## src/rtl/dot_product_pipe_if.sv

```systemverilog
// Stream and coefficient-programming bundle for dot_product_pipe.
// The DUT connects through the slave modport, its driver through the master modport.
interface dot_product_pipe_if #(
  parameter int unsigned DATA_WIDTH  = 10,
  parameter int unsigned COEFF_WIDTH = 8,
  parameter int unsigned LENGTH      = 3,
  parameter int unsigned NUM_OUT     = 3,
  parameter int unsigned ADDR_WIDTH  = $clog2(LENGTH * NUM_OUT)
);
  logic                          coeff_we;
  logic [ADDR_WIDTH-1:0]         coeff_addr;
  logic [COEFF_WIDTH-1:0]        coeff_wdata;
  logic                          coeff_commit;
  logic                          commit_pending;
  logic                          datai_valid;
  logic                          datai_ready;
  logic                          datai_sof;
  logic [LENGTH*DATA_WIDTH-1:0]  datai;
  logic                          datao_valid;
  logic                          datao_ready;
  logic                          datao_sof;
  logic [NUM_OUT*DATA_WIDTH-1:0] datao;
  logic [15:0]                   sat_count;

  modport master (
    output coeff_we, coeff_addr, coeff_wdata, coeff_commit,
    output datai_valid, datai_sof, datai, datao_ready,
    input  commit_pending, datai_ready, datao_valid, datao_sof, datao, sat_count
  );

  modport slave (
    input  coeff_we, coeff_addr, coeff_wdata, coeff_commit,
    input  datai_valid, datai_sof, datai, datao_ready,
    output commit_pending, datai_ready, datao_valid, datao_sof, datao, sat_count
  );
endinterface

```

## src/rtl/dot_product_pipe.sv

```systemverilog
// Streaming NUM_OUT x LENGTH fixed-point dot product: products, sums, then rounded/saturated
// output, all held by one stall enable. Coefficients swap from a shadow bank at frame start.
module dot_product_pipe #(
  parameter int unsigned DATA_WIDTH       = 10,
  parameter int unsigned COEFF_WIDTH      = 8,
  parameter int unsigned COEFF_FRAC_WIDTH = 5,
  parameter int unsigned LENGTH           = 3,
  parameter int unsigned NUM_OUT          = 3,
  parameter bit          SIGNED_COEFF     = 1'b1,
  parameter bit          SIGNED_DATA      = 1'b0
) (
  input logic               clk,
  input logic               reset,
  dot_product_pipe_if.slave bus
);
  localparam int unsigned NumCoeff = LENGTH * NUM_OUT;
  localparam int unsigned OpWidth  = DATA_WIDTH + COEFF_WIDTH + 1;
  localparam int unsigned SumWidth = OpWidth + $clog2(LENGTH);

  typedef logic signed [OpWidth-1:0]  op_t;
  typedef logic signed [SumWidth-1:0] sum_t;
  typedef logic [COEFF_WIDTH-1:0]     coeff_t;

  localparam longint SatMaxL = SIGNED_DATA ? (longint'(1) << (DATA_WIDTH - 1)) - 1
                                           : (longint'(1) << DATA_WIDTH) - 1;
  localparam longint SatMinL = SIGNED_DATA ? -(longint'(1) << (DATA_WIDTH - 1)) : longint'(0);
  localparam sum_t   SatMax    = sum_t'(SatMaxL);
  localparam sum_t   SatMin    = sum_t'(SatMinL);
  localparam sum_t   RoundBias = sum_t'(longint'(1) << (COEFF_FRAC_WIDTH - 1));

  function automatic coeff_t identity_coeff(int unsigned idx);
    return (idx % LENGTH == idx / LENGTH) ? coeff_t'(1 << COEFF_FRAC_WIDTH) : '0;
  endfunction

  function automatic op_t ext_data(logic [DATA_WIDTH-1:0] d);
    return SIGNED_DATA ? op_t'($signed(d)) : op_t'($unsigned(d));
  endfunction

  function automatic op_t ext_coeff(coeff_t c);
    return SIGNED_COEFF ? op_t'($signed(c)) : op_t'($unsigned(c));
  endfunction

  coeff_t                        active_q [NumCoeff];
  coeff_t                        shadow_q [NumCoeff];
  logic                          commit_pending_q;
  op_t                           prod_d   [NumCoeff];
  op_t                           prod_q   [NumCoeff];
  logic                          s1_valid_q, s1_sof_q;
  sum_t                          sum_d    [NUM_OUT];
  sum_t                          sum_q    [NUM_OUT];
  logic                          s2_valid_q, s2_sof_q;
  logic [NUM_OUT*DATA_WIDTH-1:0] datao_d, datao_q;
  logic                          datao_valid_q, datao_sof_q;
  logic [15:0]                   sat_count_d, sat_count_q;

  logic en, accept, swap;

  assign en              = !datao_valid_q || bus.datao_ready;
  assign bus.datai_ready = en && !reset;
  assign accept          = bus.datai_valid && bus.datai_ready;
  // The swapping beat must already multiply by the shadow values.
  assign swap            = accept && bus.datai_sof && (commit_pending_q || bus.coeff_commit);

  always_comb begin
    for (int unsigned i = 0; i < NumCoeff; i++) begin
      prod_d[i] = ext_data(bus.datai[(LENGTH - 1 - i % LENGTH) * DATA_WIDTH +: DATA_WIDTH])
                * ext_coeff(swap ? shadow_q[i] : active_q[i]);
    end
  end

  always_comb begin
    for (int unsigned o = 0; o < NUM_OUT; o++) begin
      sum_d[o] = '0;
      for (int unsigned t = 0; t < LENGTH; t++) begin
        sum_d[o] = sum_d[o] + sum_t'(prod_q[o * LENGTH + t]);
      end
    end
  end

  always_comb begin
    sum_t        rnd;
    int unsigned n_sat;
    logic [16:0] sat_sum;
    datao_d     = '0;
    n_sat       = 0;
    rnd         = '0;
    sat_sum     = '0;
    sat_count_d = sat_count_q;
    for (int unsigned o = 0; o < NUM_OUT; o++) begin
      rnd = (sum_q[o] + RoundBias) >>> COEFF_FRAC_WIDTH;
      if (rnd > SatMax) begin
        datao_d[(NUM_OUT - 1 - o) * DATA_WIDTH +: DATA_WIDTH] = SatMax[DATA_WIDTH-1:0];
        n_sat++;
      end else if (rnd < SatMin) begin
        datao_d[(NUM_OUT - 1 - o) * DATA_WIDTH +: DATA_WIDTH] = SatMin[DATA_WIDTH-1:0];
        n_sat++;
      end else begin
        datao_d[(NUM_OUT - 1 - o) * DATA_WIDTH +: DATA_WIDTH] = rnd[DATA_WIDTH-1:0];
      end
    end
    if (s2_valid_q) begin
      sat_sum     = {1'b0, sat_count_q} + 17'(n_sat);
      sat_count_d = sat_sum[16] ? 16'hFFFF : sat_sum[15:0];
    end
  end

  always_ff @(posedge clk) begin
    if (reset) begin
      for (int unsigned i = 0; i < NumCoeff; i++) begin
        active_q[i] <= identity_coeff(i);
        shadow_q[i] <= identity_coeff(i);
        prod_q[i]   <= '0;
      end
      for (int unsigned o = 0; o < NUM_OUT; o++) begin
        sum_q[o] <= '0;
      end
      commit_pending_q <= 1'b0;
      s1_valid_q       <= 1'b0;
      s1_sof_q         <= 1'b0;
      s2_valid_q       <= 1'b0;
      s2_sof_q         <= 1'b0;
      datao_q          <= '0;
      datao_valid_q    <= 1'b0;
      datao_sof_q      <= 1'b0;
      sat_count_q      <= '0;
    end else begin
      // Copy reads the old shadow, so a same-cycle write stays in shadow only.
      for (int unsigned i = 0; i < NumCoeff; i++) begin
        if (swap) active_q[i] <= shadow_q[i];
        if (bus.coeff_we && 32'(bus.coeff_addr) == i) shadow_q[i] <= bus.coeff_wdata;
      end
      if (swap) begin
        commit_pending_q <= 1'b0;
      end else if (bus.coeff_commit) begin
        commit_pending_q <= 1'b1;
      end
      if (en) begin
        s1_valid_q    <= accept;
        s1_sof_q      <= accept && bus.datai_sof;
        prod_q        <= prod_d;
        s2_valid_q    <= s1_valid_q;
        s2_sof_q      <= s1_sof_q;
        sum_q         <= sum_d;
        datao_valid_q <= s2_valid_q;
        datao_sof_q   <= s2_sof_q;
        datao_q       <= datao_d;
        sat_count_q   <= sat_count_d;
      end
    end
  end

  assign bus.commit_pending = commit_pending_q;
  assign bus.datao_valid    = datao_valid_q;
  assign bus.datao_sof      = datao_sof_q;
  assign bus.datao          = datao_q;
  assign bus.sat_count      = sat_count_q;
endmodule

```

## src/flat_wrapper.sv

```systemverilog
// flat-port wrapper written by rule: the top's interface ports become plain ports
module dot_product_pipe_flat 
#(
  parameter int unsigned DATA_WIDTH       = 10,
  parameter int unsigned COEFF_WIDTH      = 8,
  parameter int unsigned COEFF_FRAC_WIDTH = 5,
  parameter int unsigned LENGTH           = 3,
  parameter int unsigned NUM_OUT          = 3,
  parameter bit          SIGNED_COEFF     = 1'b1,
  parameter bit          SIGNED_DATA      = 1'b0
)
  (clk, reset, bus_coeff_we, bus_coeff_addr, bus_coeff_wdata, bus_coeff_commit, bus_datai_valid, bus_datai_sof, bus_datai, bus_datao_ready, bus_commit_pending, bus_datai_ready, bus_datao_valid, bus_datao_sof, bus_datao, bus_sat_count);
  dot_product_pipe_if #(.DATA_WIDTH(DATA_WIDTH), .COEFF_WIDTH(COEFF_WIDTH), .LENGTH(LENGTH), .NUM_OUT(NUM_OUT)) bus_i ();
  input logic clk;
  input logic reset;
  input wire logic [$bits(bus_i.coeff_we)-1:0] bus_coeff_we;
  input wire logic [$bits(bus_i.coeff_addr)-1:0] bus_coeff_addr;
  input wire logic [$bits(bus_i.coeff_wdata)-1:0] bus_coeff_wdata;
  input wire logic [$bits(bus_i.coeff_commit)-1:0] bus_coeff_commit;
  input wire logic [$bits(bus_i.datai_valid)-1:0] bus_datai_valid;
  input wire logic [$bits(bus_i.datai_sof)-1:0] bus_datai_sof;
  input wire logic [$bits(bus_i.datai)-1:0] bus_datai;
  input wire logic [$bits(bus_i.datao_ready)-1:0] bus_datao_ready;
  output wire logic [$bits(bus_i.commit_pending)-1:0] bus_commit_pending;
  output wire logic [$bits(bus_i.datai_ready)-1:0] bus_datai_ready;
  output wire logic [$bits(bus_i.datao_valid)-1:0] bus_datao_valid;
  output wire logic [$bits(bus_i.datao_sof)-1:0] bus_datao_sof;
  output wire logic [$bits(bus_i.datao)-1:0] bus_datao;
  output wire logic [$bits(bus_i.sat_count)-1:0] bus_sat_count;
  assign bus_i.coeff_we = bus_coeff_we;
  assign bus_i.coeff_addr = bus_coeff_addr;
  assign bus_i.coeff_wdata = bus_coeff_wdata;
  assign bus_i.coeff_commit = bus_coeff_commit;
  assign bus_i.datai_valid = bus_datai_valid;
  assign bus_i.datai_sof = bus_datai_sof;
  assign bus_i.datai = bus_datai;
  assign bus_i.datao_ready = bus_datao_ready;
  assign bus_commit_pending = bus_i.commit_pending;
  assign bus_datai_ready = bus_i.datai_ready;
  assign bus_datao_valid = bus_i.datao_valid;
  assign bus_datao_sof = bus_i.datao_sof;
  assign bus_datao = bus_i.datao;
  assign bus_sat_count = bus_i.sat_count;
  dot_product_pipe #(.DATA_WIDTH(DATA_WIDTH), .COEFF_WIDTH(COEFF_WIDTH), .COEFF_FRAC_WIDTH(COEFF_FRAC_WIDTH), .LENGTH(LENGTH), .NUM_OUT(NUM_OUT), .SIGNED_COEFF(SIGNED_COEFF), .SIGNED_DATA(SIGNED_DATA)) u_core (.clk(clk), .reset(reset), .bus(bus_i));
endmodule
```

## config.mk

```make
export PLATFORM = sky130hd
export DESIGN_NAME = dot_product_pipe_flat
export DESIGN_NICKNAME = d
export VERILOG_FILES = /design/src/rtl/dot_product_pipe_if.sv /design/src/rtl/dot_product_pipe.sv /design/src/flat_wrapper.sv
export SDC_FILE = /design/constraint.sdc
export NUM_CORES = 2
export LEC_CHECK = 0
export ABC_AREA = 1
export BUFFER_PORTS_ARGS = -buffer_cell sky130_fd_sc_hd__buf_2
export CAP_MARGIN = 10
export CORE_MARGIN = 3
export CORE_UTILIZATION = 46
export DETAILED_ROUTE_END_ITERATION = 6
export GPL_TIMING_DRIVEN = 0
export SLEW_MARGIN = 20
export SYNTH_ARGS = -nofsm -noshare
export SYNTH_HDL_FRONTEND = slang
export SYNTH_SLANG_ARGS = --single-unit
```

## constraint.sdc

```tcl
create_clock -name clk -period 8.35 [get_ports clk]
set_clock_uncertainty 0.15 [all_clocks]
set_input_delay 1.67 -clock clk [delete_from_list [all_inputs] [get_ports clk]]
set_output_delay 1.67 -clock clk [all_outputs]
set_load 0.02 [all_outputs]
```

# After elaboration in Yosys (flattened, before gate mapping)
# Memories as Yosys holds them, arrays and structs flattened.
# Index checks and enable logic that the tools add are counted.
[word_totals] regBits=287 latch_bits=0 ram_bits=144 mem_bits_ro=0 inputBits=49 out_inout_bits=50 word_cells=168 mem_count=2
[classes] addsub=12 n_mul=9 div_mod_pow=0 magnitude_cmp=6 eq_ne=8 shifts=0 mux=72 n_bitwise=18 n_reduce_logical=20
[memory_table] name="u_core.active_q" depth=9 word_bits=8 read_ports=9 rd_ports_with_merged_regs=0 wr=9 line_no="dot_product_pipe.sv:43" text="coeff_t active_q [NumCoeff];"
[memory_table] name="u_core.shadow_q" depth=9 word_bits=8 read_ports=9 rd_ports_with_merged_regs=0 wr=9 line_no="dot_product_pipe.sv:44" text="coeff_t shadow_q [NumCoeff];"
[ops] op="2-to-1 mux 8 bit" n=27
[ops] op="multiplier 11 x 8 -> 19 bit" n=9
[ops] op="2-to-1 mux 17 bit" n=4
[ops] op="adder 20 x 19 -> 21 bit" n=3
[ops] op="adder 21 x 6 -> 21 bit (second input constant)" n=3
[ops] op="adder 19 x 19 -> 20 bit" n=3
[ops] op="2-to-1 mux 10 bit" n=6
[ops] op="> comparator 16 x 11 -> 1 bit (second input constant)" n=3
[ops] op="< comparator 16 x 1 -> 1 bit (second input constant)" n=3
[ops] op="2-to-1 mux 1 bit" n=34
[ops] op="bitwise OR 1 bit" n=18
[ops] op="adder 16 x 17 -> 17 bit" n=1
[ops] op="adder 17 x 1 -> 17 bit (second input constant)" n=1
[ops] op="equality test 4 x 3 -> 1 bit (second input constant)" n=4
[ops] op="2-to-1 mux 16 bit" n=1
[ops] op="logical AND 1 bit" n=13
[ops] op="equality test 4 x 2 -> 1 bit (second input constant)" n=2
[ops] op="equality test 4 x 1 -> 1 bit (second input constant)" n=1
[ops] op="equality test 4 bit (second input constant)" n=1
[ops] op="zero test 4 bit" n=1
[ops] op="adder 1 x 1 -> 2 bit (second input constant)" n=1
[ops] op="zero test 1 bit" n=2
[ops] op="logical OR 1 bit" n=2
[ops] op="AND reduction 2 bit" n=1
[ops] op="OR reduction 2 bit" n=1

# Longest topological paths before layout
[depth] depth_word=12 ltp_mapped=32 depth_no_buf=31

# Worst setup path after synthesis
# OpenSTA, ideal clock, no wires.
[synth_path] path_type="input -> register" startpoint="input port reset" endpoint="register u_core.prod_q[75] (netlist name)" setup_time_ns=0.117 t_arrival_ns=6.263 t_required_ns=8.083 slack_ns=1.820 cell_stages=28 n_path_buf=3 cell_sequence="buf_2 -> clkinv_2 -> nand2_4 -> inv_4 -> nand3_4 -> nor2_8 -> buf_6 -> buf_6 -> nand2_1 -> o21ai_2 -> nor2_1 -> fa_1 -> inv_1 -> fa_1 -> inv_1 -> fa_1 -> inv_1 -> fa_1 -> inv_1 -> ha_1 -> a21oi_1 -> nor2_1 -> nor2_1 -> nand3_1 -> a21oi_1 -> nor2_1 -> nor2_1 -> nor2_1"
[synth_between] elab_chain_cells=7
[synth_rtl] item="start: declaration" line_no="flat_wrapper.sv:15" text="input logic reset;"
[synth_rtl] item="zero test 1 bit" line_no="dot_product_pipe.sv:59" text="assign bus.datai_ready = en && !reset;"
[synth_rtl] item="logical AND 1 bit" line_no="dot_product_pipe.sv:59"
[synth_rtl] item="logical AND 1 bit" line_no="dot_product_pipe.sv:60" text="assign accept = bus.datai_valid && bus.datai_ready;"
[synth_rtl] item="logical AND 1 bit (2 in series)" line_no="dot_product_pipe.sv:62" text="assign swap = accept && bus.datai_sof && (commit_pending_q || bus.coeff_commit);"
[synth_rtl] item="2-to-1 mux 8 bit" line_no="dot_product_pipe.sv:67" text="* ext_coeff(swap ? shadow_q[i] : active_q[i]);"
[synth_rtl] item="multiplier 11 x 8 -> 19 bit" line_no="dot_product_pipe.sv:67"
[synth_rtl] item="end signal: assignment" line_no="dot_product_pipe.sv:140" text="prod_q <= prod_d;"
[synth_rtl] item="end: declaration" line_no="dot_product_pipe.sv:47" text="op_t prod_q [NumCoeff];"
# Parallel ways exist; a longest one is shown, timed or not.
# A chain may end at the register's enable or synchronous reset.

# Final worst setup path
[layout_path] startpoint="input port reset" endpoint="register u_core.prod_q[151] (netlist name)"
# The elaborated chain is that of the path after synthesis.

==> metrics.txt <==
setup bufs post-CTS 0; DR pass1 iterations 6; clk_lat worst skew 640 ps; Peak Freq 0.131 GHz; Residual DRC 0; Rows 115; number of CTS-inserted buffers 50; io pins 99; Max Slew Vio Count 0; aggregate global routing overflow 0; Die W 322 um; slew at the pin with the worst max-slew slack 1190 ps; antenna violations before repair 3; max_slew headroom 20.6%; largest net degree at the start of global routing 55; Ys Warns 0; Global Route Usage Sum 29.8%; syn avg cell area 7.67 um2; status finished clean; die area 104,000 um2; Post-synth EDFFs 144; WS Path Type in -> reg; routed len/inst 20.6 um; Crit Path Max Fanout 10; Hold Crit Class reg -> reg; CTS tree built; Post-Route Setup TNS 0 ps; Final period util 91.7%; Top FF cell, synth dfxtp_1; die height 322 um; clock sinks 419; maximum level of the CTS H-tree 2; area leader, netlist fa_1; Leak Pwr 26.5 nW; Syn Inst Count 6,003; GPL Wtd Cong 0.988; RSZ-0062 raised after global routing false; Post-DRT Antenna Nets 0; Layout area overhead 8.31%; clock period minus worst slack 7650 ps; Synth Register Bits 419; Worst-path clk slew 60 ps; vias per inst 5.34; Root Driver clkbuf_16; DP Wirelength 126,000 um; Post-synth ARST share 0%; number of max-cap violations 0; CTS max path bufs 3; hold path start u_core.bus.datao[24]; global-route wire length before repair 235,000 um; post-synth top area share 21.6%; number of port buffers 92; Core Area 98,900 um2; Net Count, Synth 7,036; number of distinct library cells after synthesis 45; Area contributors post-synth fa_1 22%, ha_1 13%, dfxtp_1 12%; Seq/Total Area, Yosys 21.3%; Fin Hold WS 301 ps; Crit path arrival time 8010 ps; element type at the critical path end flop; WL final 154,000 um; Area after DPL 48,200 um2; cts hold-fix bufs 0; DRT iter0 DRCs 3,355; nets 7,182; Final Hold Viols 0; maximum VDD drop 0.000188 V; r2r endpoint u_core.prod_q[151]; Worst Hold Endpoint u_core.bus.datao[24]; vias in the first global route 39,200; fin area 49,900 um2; Cell Pwr Density 292 nW/um2; Setup violations, final 0; Register-to-Register Path Depth 29; layout cell share with drive strength beyond 1 5.41%; R2R setup slack 1650 ps; hold path depth 2; Syn Std Cell Area 46,100 um2; CP startpoint kind input port; Initial Util 46.6%; routed via count 40,000; Post-CTS Resized 0; most frequent cells in the layout 1,205 x inv_1, 1,110 x nand2_1, 886 x nor2_1, 496 x fa_1, 488 x ha_1; required time of the critical path 8710 ps; commonest non-fill, non-tap cell in the layout inv_1; reg-to-reg startpoint u_core.bus.datao_valid
final cells by class:
class / instances / area [um2]
repair buffers: 94 / 495
plain buffers: 143 / 614
diodes: 3 / 7.51
multi-input cells: 4204 / 31000
flip-flops and latches: 419 / 9830
inverters: 1237 / 4650
well taps: 1287 / 1610
clock inverters: 26 / 309
clock buffers: 68 / 1390
fillers: 9801 / 49000
metrics by stage:
step	util (%)	power, mW	instances	worst slack [ps]
after detailed placement	48.7	12.1	7384	134
after global routing	50.5	15.9	7478	370
after global placement	48.7	12.0	7382	210
final	50.5	14.6	7481	696
after floorplan	-	9.22	6003	1820
after CTS	50.4	14.4	7478	799
routing by layer:
metal	global-route usage [%]	part of all wire, %	vias up
met1	40.9	44	19200
met4	9.25	3.4	0
met5	0	0	-
met3	5.28	8.3	249
li1	-	-	19000
met2	48.1	45	1524
registers in the layout, summed over array words and instances, names as in the netlist:
register and count:
u_core.s1_sof_q 1, u_core.bus.datao_sof 1, u_core.bus.datao_valid 1, u_core.sum_q 51
u_core.bus.datao 30, u_core.bus.commit_pending 1, u_core.prod_q 171, u_core.bus.sat_count 16
u_core.s2_valid_q 1, u_core.shadow_q 72, u_core.s2_sof_q 1, u_core.active_q 72
u_core.s1_valid_q 1
critical path: stages:
cell and delay, ps:
buf_2 190, clkinv_2 260, nand2_4 260, inv_4 120, nand3_4 190, nor2_8 70, inv_4 140, buf_6 240
nor2_2 80, a21oi_4 490, nor2_1 130, fa_1 570, inv_1 50, fa_1 490, inv_1 50, fa_1 520
inv_1 50, fa_1 470, inv_1 40, ha_1 370, a21oi_1 230, o21ai_0 120, nand2_1 110, nand3_1 100
a21oi_1 190, nor2_1 60, nor2_1 630, nor2_1 70
logic make-up after synthesis:
group / synth area share, %
AO/OA/AOI/OAI: 9.43
buffers and inverters: 11.4
adder cells (fa/ha/maj): 34.8
AND/OR/NAND/NOR: 21.5
flip-flops: 21.3
XOR/XNOR: 1.50
where the power goes:
part           leakage (nW)  internal [mW]  switching (mW)
Sequential             3.72           2.60           0.473
Combinational          22.0           3.10            6.10
Clock                 0.814           1.31           0.985
synth_stat cells, types with 11 or more instances:
| cell | n |
|---|---|
| nand2_1 | 1111 |
| or2_1 | 12 |
| xor2_1 | 68 |
| clkinv_1 | 11 |
| ha_1 | 488 |
| a22o_1 | 36 |
| inv_2 | 18 |
| nand3_1 | 274 |
| buf_2 | 21 |
| o21ai_2 | 55 |
| nor3_1 | 41 |
| inv_1 | 1205 |
| nand3b_1 | 22 |
| clkbuf_1 | 108 |
| edfxtp_1 | 144 |
| a21oi_4 | 12 |
| dfxtp_1 | 275 |
| a31oi_1 | 11 |
| o21bai_1 | 34 |
| nor2_2 | 11 |
| xnor2_1 | 11 |
| nand4_1 | 46 |
| o211ai_1 | 29 |
| o21ai_0 | 240 |
| o221ai_1 | 18 |
| a21oi_1 | 254 |
| fa_1 | 496 |
| nor2_1 | 886 |
worst max-delay path by stage:
stage / start / end / slack (ps)
after floorplan: reset / u_core.prod_q[75] / 1820
after global placement: reset / u_core.prod_q[151] / 210
after detailed placement: reset / u_core.prod_q[151] / 130
after CTS: reset / u_core.prod_q[151] / 800
after global routing: reset / u_core.prod_q[151] / 370
final: reset / u_core.prod_q[151] / 700
Note: power is estimated with default switching activity, not from simulation.
